$ cat config.mk
export PLATFORM = sky130hd
export DESIGN_NAME = alu_op_sequencer_flat
export DESIGN_NICKNAME = d
export VERILOG_FILES = /design/src/rtl/alu_op_sequencer_if.sv /design/src/rtl/alu_op_sequencer.sv /design/src/flat_wrapper.sv
export SDC_FILE = /design/constraint.sdc
export NUM_CORES = 1
export LEC_CHECK = 0
export ABC_AREA = 1
export BUFFER_PORTS_ARGS = -buffer_cell sky130_fd_sc_hd__buf_4
export CAP_MARGIN = 20
export CORE_MARGIN = 4
export CORE_UTILIZATION = 25
export DETAILED_ROUTE_END_ITERATION = 6
export PLACE_DENSITY = 0.47
export SYNTH_ARGS = -nofsm -noshare
export SYNTH_HDL_FRONTEND = slang
export SYNTH_SLANG_ARGS = --single-unit
export TNS_END_PERCENT = 100
$ cat constraint.sdc
create_clock -name clk -period 9.6 [get_ports clk]
set_clock_uncertainty 0.05 [all_clocks]
set_input_delay 1.92 -clock clk [delete_from_list [all_inputs] [get_ports clk]]
set_output_delay 1.92 -clock clk [all_outputs]
set_load 0.03 [all_outputs]
$ cat src/rtl/alu_op_sequencer_if.sv
// Request/response handshake bundle between a requester and the ALU sequencer.
interface alu_op_sequencer_if #(
  parameter int unsigned WIDTH = 64,
  parameter int unsigned OPW   = 2
);
  logic             req_valid;
  logic             req_ready;
  logic [OPW-1:0]   req_op;
  logic [WIDTH-1:0] req_a;
  logic [WIDTH-1:0] req_b;
  logic             req_setcc;
  logic             rsp_valid;
  logic             rsp_ready;
  logic [WIDTH-1:0] rsp_result;
  logic             rsp_flag;

  // Requester / response consumer side
  modport master (
    output req_valid, req_op, req_a, req_b, req_setcc, rsp_ready,
    input  req_ready, rsp_valid, rsp_result, rsp_flag
  );

  // Sequencer side
  modport slave (
    input  req_valid, req_op, req_a, req_b, req_setcc, rsp_ready,
    output req_ready, rsp_valid, rsp_result, rsp_flag
  );
endinterface

$ cat src/rtl/alu_op_sequencer.sv
// Initiator for the combinational ALU: accepts an op, holds the operands on the
// ALU for one evaluation cycle, captures the result/flag, returns it over a
// valid/ready response and optionally updates the ZF/SF/OF condition codes.
module alu_op_sequencer #(
  parameter int unsigned WIDTH = 64,
  parameter int unsigned OPW   = 2
) (
  input  logic             clk,
  input  logic             rst,
  alu_op_sequencer_if.slave bus,
  output logic [OPW-1:0]   alu_operation_o,
  output logic [WIDTH-1:0] alu_a_o,
  output logic [WIDTH-1:0] alu_b_o,
  input  logic [WIDTH-1:0] alu_out_i,
  input  logic             alu_flag_i,
  output logic             cc_zf_o,
  output logic             cc_sf_o,
  output logic             cc_of_o,
  output logic             busy_o
);

  typedef enum logic [1:0] {
    IDLE = 2'd0,
    EXEC = 2'd1,
    RESP = 2'd2
  } state_t;

  state_t           state_q;
  logic [OPW-1:0]   op_q;
  logic [WIDTH-1:0] a_q;
  logic [WIDTH-1:0] b_q;
  logic             setcc_q;
  logic [WIDTH-1:0] rsp_result_q;
  logic             rsp_flag_q;
  logic             rsp_valid_q;
  logic             zf_q;
  logic             sf_q;
  logic             of_q;
  logic             zf_d;
  logic             sf_d;
  logic             of_d;
  logic             accept;

  // Ready in IDLE, or in RESP when the response is being taken this cycle
  assign bus.req_ready = (state_q == IDLE) || ((state_q == RESP) && bus.rsp_ready);
  assign accept        = bus.req_valid && bus.req_ready;

  assign alu_operation_o = op_q;
  assign alu_a_o         = a_q;
  assign alu_b_o         = b_q;
  assign bus.rsp_valid   = rsp_valid_q;
  assign bus.rsp_result  = rsp_result_q;
  assign bus.rsp_flag    = rsp_flag_q;
  assign cc_zf_o         = zf_q;
  assign cc_sf_o         = sf_q;
  assign cc_of_o         = of_q;
  assign busy_o          = (state_q != IDLE);

  // Condition codes the current ALU result would produce; logical ops clear OF
  always_comb begin
    zf_d = zf_q;
    sf_d = sf_q;
    of_d = of_q;
    if (setcc_q) begin
      zf_d = (alu_out_i == '0);
      sf_d = alu_out_i[WIDTH-1];
      of_d = op_q[1] ? 1'b0 : alu_flag_i;
    end
  end

  // Sequencer FSM with registered ALU operands, response and condition codes
  always_ff @(posedge clk or posedge rst) begin
    if (rst) begin
      state_q      <= IDLE;
      op_q         <= '0;
      a_q          <= '0;
      b_q          <= '0;
      setcc_q      <= 1'b0;
      rsp_result_q <= '0;
      rsp_flag_q   <= 1'b0;
      rsp_valid_q  <= 1'b0;
      zf_q         <= 1'b1;
      sf_q         <= 1'b0;
      of_q         <= 1'b0;
    end else begin
      // Operands move only on acceptance, from IDLE or back-to-back from RESP
      if (accept) begin
        op_q    <= bus.req_op;
        a_q     <= bus.req_a;
        b_q     <= bus.req_b;
        setcc_q <= bus.req_setcc;
      end
      case (state_q)
        IDLE: begin
          if (accept) state_q <= EXEC;
        end
        EXEC: begin
          rsp_result_q <= alu_out_i;
          rsp_flag_q   <= alu_flag_i;
          zf_q         <= zf_d;
          sf_q         <= sf_d;
          of_q         <= of_d;
          rsp_valid_q  <= 1'b1;
          state_q      <= RESP;
        end
        RESP: begin
          if (bus.rsp_ready) begin
            rsp_valid_q <= 1'b0;
            state_q     <= accept ? EXEC : IDLE;
          end
        end
        default: begin
          rsp_valid_q <= 1'b0;
          state_q     <= IDLE;
        end
      endcase
    end
  end

endmodule
$ cat src/flat_wrapper.sv
// flat-port wrapper written by rule: the top's interface ports become plain ports
module alu_op_sequencer_flat 
#(
  parameter int unsigned WIDTH = 64,
  parameter int unsigned OPW   = 2
)
  (clk, rst, alu_operation_o, alu_a_o, alu_b_o, alu_out_i, alu_flag_i, cc_zf_o, cc_sf_o, cc_of_o, busy_o, bus_req_valid, bus_req_op, bus_req_a, bus_req_b, bus_req_setcc, bus_rsp_ready, bus_req_ready, bus_rsp_valid, bus_rsp_result, bus_rsp_flag);
  alu_op_sequencer_if #(.WIDTH(WIDTH), .OPW(OPW)) bus_i ();
  input  logic clk;
  input  logic rst;
  output logic [OPW-1:0] alu_operation_o;
  output logic [WIDTH-1:0] alu_a_o;
  output logic [WIDTH-1:0] alu_b_o;
  input  logic [WIDTH-1:0] alu_out_i;
  input  logic alu_flag_i;
  output logic cc_zf_o;
  output logic cc_sf_o;
  output logic cc_of_o;
  output logic busy_o;
  input wire logic [$bits(bus_i.req_valid)-1:0] bus_req_valid;
  input wire logic [$bits(bus_i.req_op)-1:0] bus_req_op;
  input wire logic [$bits(bus_i.req_a)-1:0] bus_req_a;
  input wire logic [$bits(bus_i.req_b)-1:0] bus_req_b;
  input wire logic [$bits(bus_i.req_setcc)-1:0] bus_req_setcc;
  input wire logic [$bits(bus_i.rsp_ready)-1:0] bus_rsp_ready;
  output wire logic [$bits(bus_i.req_ready)-1:0] bus_req_ready;
  output wire logic [$bits(bus_i.rsp_valid)-1:0] bus_rsp_valid;
  output wire logic [$bits(bus_i.rsp_result)-1:0] bus_rsp_result;
  output wire logic [$bits(bus_i.rsp_flag)-1:0] bus_rsp_flag;
  assign bus_i.req_valid = bus_req_valid;
  assign bus_i.req_op = bus_req_op;
  assign bus_i.req_a = bus_req_a;
  assign bus_i.req_b = bus_req_b;
  assign bus_i.req_setcc = bus_req_setcc;
  assign bus_i.rsp_ready = bus_rsp_ready;
  assign bus_req_ready = bus_i.req_ready;
  assign bus_rsp_valid = bus_i.rsp_valid;
  assign bus_rsp_result = bus_i.rsp_result;
  assign bus_rsp_flag = bus_i.rsp_flag;
  alu_op_sequencer #(.WIDTH(WIDTH), .OPW(OPW)) u_core (.clk(clk), .rst(rst), .bus(bus_i), .alu_operation_o(alu_operation_o), .alu_a_o(alu_a_o), .alu_b_o(alu_b_o), .alu_out_i(alu_out_i), .alu_flag_i(alu_flag_i), .cc_zf_o(cc_zf_o), .cc_sf_o(cc_sf_o), .cc_of_o(cc_of_o), .busy_o(busy_o));
endmodule
==> results.cfg <==
[run_status]
status = completed

[clock_tree]
cts_tree = built
clock_latency_ns = 0.52
cts-hold-fix-buffers = 0
cts-resized-gates = 0
root_buffer = clkbuf_16
h-tree-depth = 1
cts.sinks = 202
post-cts-setup-buffers = 0
clkTransAtPathRegs_ns = 0.06
cts.path.max_buffers = 3
cts_buffers = 25

[power_and_ir_drop]
power_density_nw_per_um2 = 300
comb_power_share_pct = 38.1
peakVddDrop_uv = 129
pwr-share-seq_pct = 34.4
p_leak_nw = 6.45
p_sw_w = 0.00137
p_clk_share_pct = 27.4
p_int_w = 0.00224
p_sw_share_pct = 38.0

[finish]
drive_gt1_share_pct = 41.9
final_common_cell = nand2_1
fin_nets = 1394
insertedDiodeCount = 0
seq_area_um2 = 5060
fill_cells = 3176
final_area_um2 = 12000
multi_input_area_um2 = 2490
layout_common_cells = nand2_1, buf_4, dfrtp_1, mux2_2, nor2_1
syn2layout_area_growth_pct = 52.1

[sta]
fin_setup_tns_ns = 0
period_needed_ns = 4.43
rsz0062_at_grt = false
slew_headroom_pct = 34.2
fin_crit_sh_pct = 46.1
hold_violations = 0
setup_viol_count_final = 0
slew_violations = 0
fmaxAchievable_mhz = 226
worst_pin_slew_ns = 0.987

[drt]
wl_met3_mm = 3.58
dr.pass1.iters = 4
wl_met1_mm = 10.7
top_layer_used = met4
ant_nets = 0
wl_per_cell_um = 16.8
wirelength_mm = 27.0
wl_met2_mm = 12.1
drt_iter0_drc = 262
num_vias = 6612
drc = 0
vias_per_cell = 4.11

[logic_synthesis]
syn_area_um2 = 7910
synth-seq-cells = 202
synth-edff-count = 0
ys_types = 21
synthArstFlopShare_pct = 100
syn-num-nets = 1000
ys.flop_type = dfrtp_1
seq_area_frac_synth_pct = 64.0
yosys_warnings = 0
synth_cells = 800
syn_area_per_cell_um2 = 9.88

[die]
die_y_um = 186
rows = 64
dieArea_um2 = 34500
initial_core_util_pct = 25.6
core_um2 = 30900
io_pins = 401
fp.dieW_um = 186

[global_routing]
overflow = 0
grt_util_all_layers_pct = 14.7
antenna_found_initial = 0
grt_pass1_wl_mm = 40.3
grt_pass1_vias = 6979
grt_max_degree = 132

[worst_setup_path]
critPathRequiredTime_ns = 7.63
startpoint_type = input port
worstReg2RegEnd = u_core.alu_b_o[26]
endpoint_kind = output port
cp_max_fo = 2
critPathCapture = bus_req_ready
regToRegSetupSlack_ns = 6.89
r2r_cells = 8
critical_path_class = in -> out
critPathLaunch = bus_rsp_ready
cp.arrival_ns = 2.46
rr_startpoint = u_core.state_q[1]

[placement]
gp_congestion = 0.760
hpwl_mm = 19.7
placed_cell_area_um2 = 11200
port_buffers = 400

[hold_path]
whs_path_depth = 2
hold_path.class = reg -> reg

[run]
max_cap_viol_count = 0
## through the flow
step | utilization [%] | setup WS, ns | hold slack, ns | instances | total power (W)
6_report | 38.9 | 5.17 | 0.421 | 1607 | 0.00361
5_1_grt | 38.9 | 5.14 | 0.436 | 1607 | 0.00382
4_1_cts | 38.9 | 5.16 | 0.420 | 1607 | 0.00367
3_5_place_dp | 36.1 | 5.16 | 0.411 | 1563 | 0.00265
3_3_place_gp | 36.1 | 5.15 | 0.406 | 1563 | 0.00265
2_1_floorplan | - | 2.12 | 0.399 | 800 | 0.00206
## worst min-delay path by stage
| stage | startpoint | end |
|---|---|---|
| global route | u_core.cc_zf_o | u_core.cc_zf_o |
| CTS | u_core.cc_zf_o | u_core.cc_zf_o |
| global placement | u_core.cc_zf_o | u_core.cc_zf_o |
| finish | u_core.cc_zf_o | u_core.cc_zf_o |
| floorplan | u_core.setcc_q | u_core.setcc_q |
| detailed placement | u_core.cc_zf_o | u_core.cc_zf_o |
## flip-flops by register name (all words and copies together), names as in the netlist
signal and count:
u_core.setcc_q 1, u_core.alu_a_o 64, u_core.alu_operation_o 2, u_core.bus.rsp_result 64
u_core.cc_of_o 1, u_core.cc_zf_o 1, u_core.bus.rsp_valid 1, u_core.alu_b_o 64
u_core.state_q 2, u_core.cc_sf_o 1, u_core.bus.rsp_flag 1
## cell type report
type | instances | area share [%]
Timing Repair Buffer | 403 | 25.2
Clock inverter | 10 | 1.10
Multi-Input combinational cell | 543 | 20.7
Tap cell | 396 | 4.12
Clock buffer | 34 | 6.15
Sequential cell | 202 | 42.0
Inverter | 19 | 0.676
## cell families (layout without fill, tap and decap cells)
kind of cell           Yosys count  in the layout  share of synthesized area, %
DFF                            202            202                          64.0
buffers and inverters           55            466                          4.48
and+or+nand+nor                472            472                          22.9
AOI/OAI and AO/OA               18             18                          1.14
muxes                           53             53                          7.55
## worst max-delay path, cell delays in order
cell    delay [ns]
buf_4         0.12
nor2_2        0.16
nor2_4        0.07
buf_4         0.18
## cell usage after synthesis (2+ instances only)
cell | count | area (µm²)
nand2_1 | 426 | 1600
dfrtp_1 | 201 | 5030
mux2_2 | 52 | 586
nor2_1 | 35 | 131
inv_1 | 17 | 63.8
buf_2 | 16 | 80.1
buf_6 | 15 | 169
o21ai_0 | 14 | 70.1
buf_4 | 4 | 30.0
nand3_1 | 4 | 20.0
o21ai_1 | 4 | 20.0
inv_2 | 2 | 7.51
nand2_4 | 2 | 22.5
## power by group through the flow
stage	Combinational, W	Clock [W]	Sequential [W]
6_report	0.00138	0.000989	0.00124
5_1_grt	0.00148	0.00106	0.00128
4_1_cts	0.00140	0.00103	0.00125
3_5_place_dp	0.00140	0	0.00125
3_3_place_gp	0.00140	0	0.00125
2_1_floorplan	0.000314	0	0.00174
## per-layer routing
metal  up-vias  track usage [%]
li1       3248                -
met1      3006             18.0
met2       312             23.6
met3        46             7.04
met4         0             3.76
met5         -                0
No activity file was read; power rests on OpenSTA's default activity.
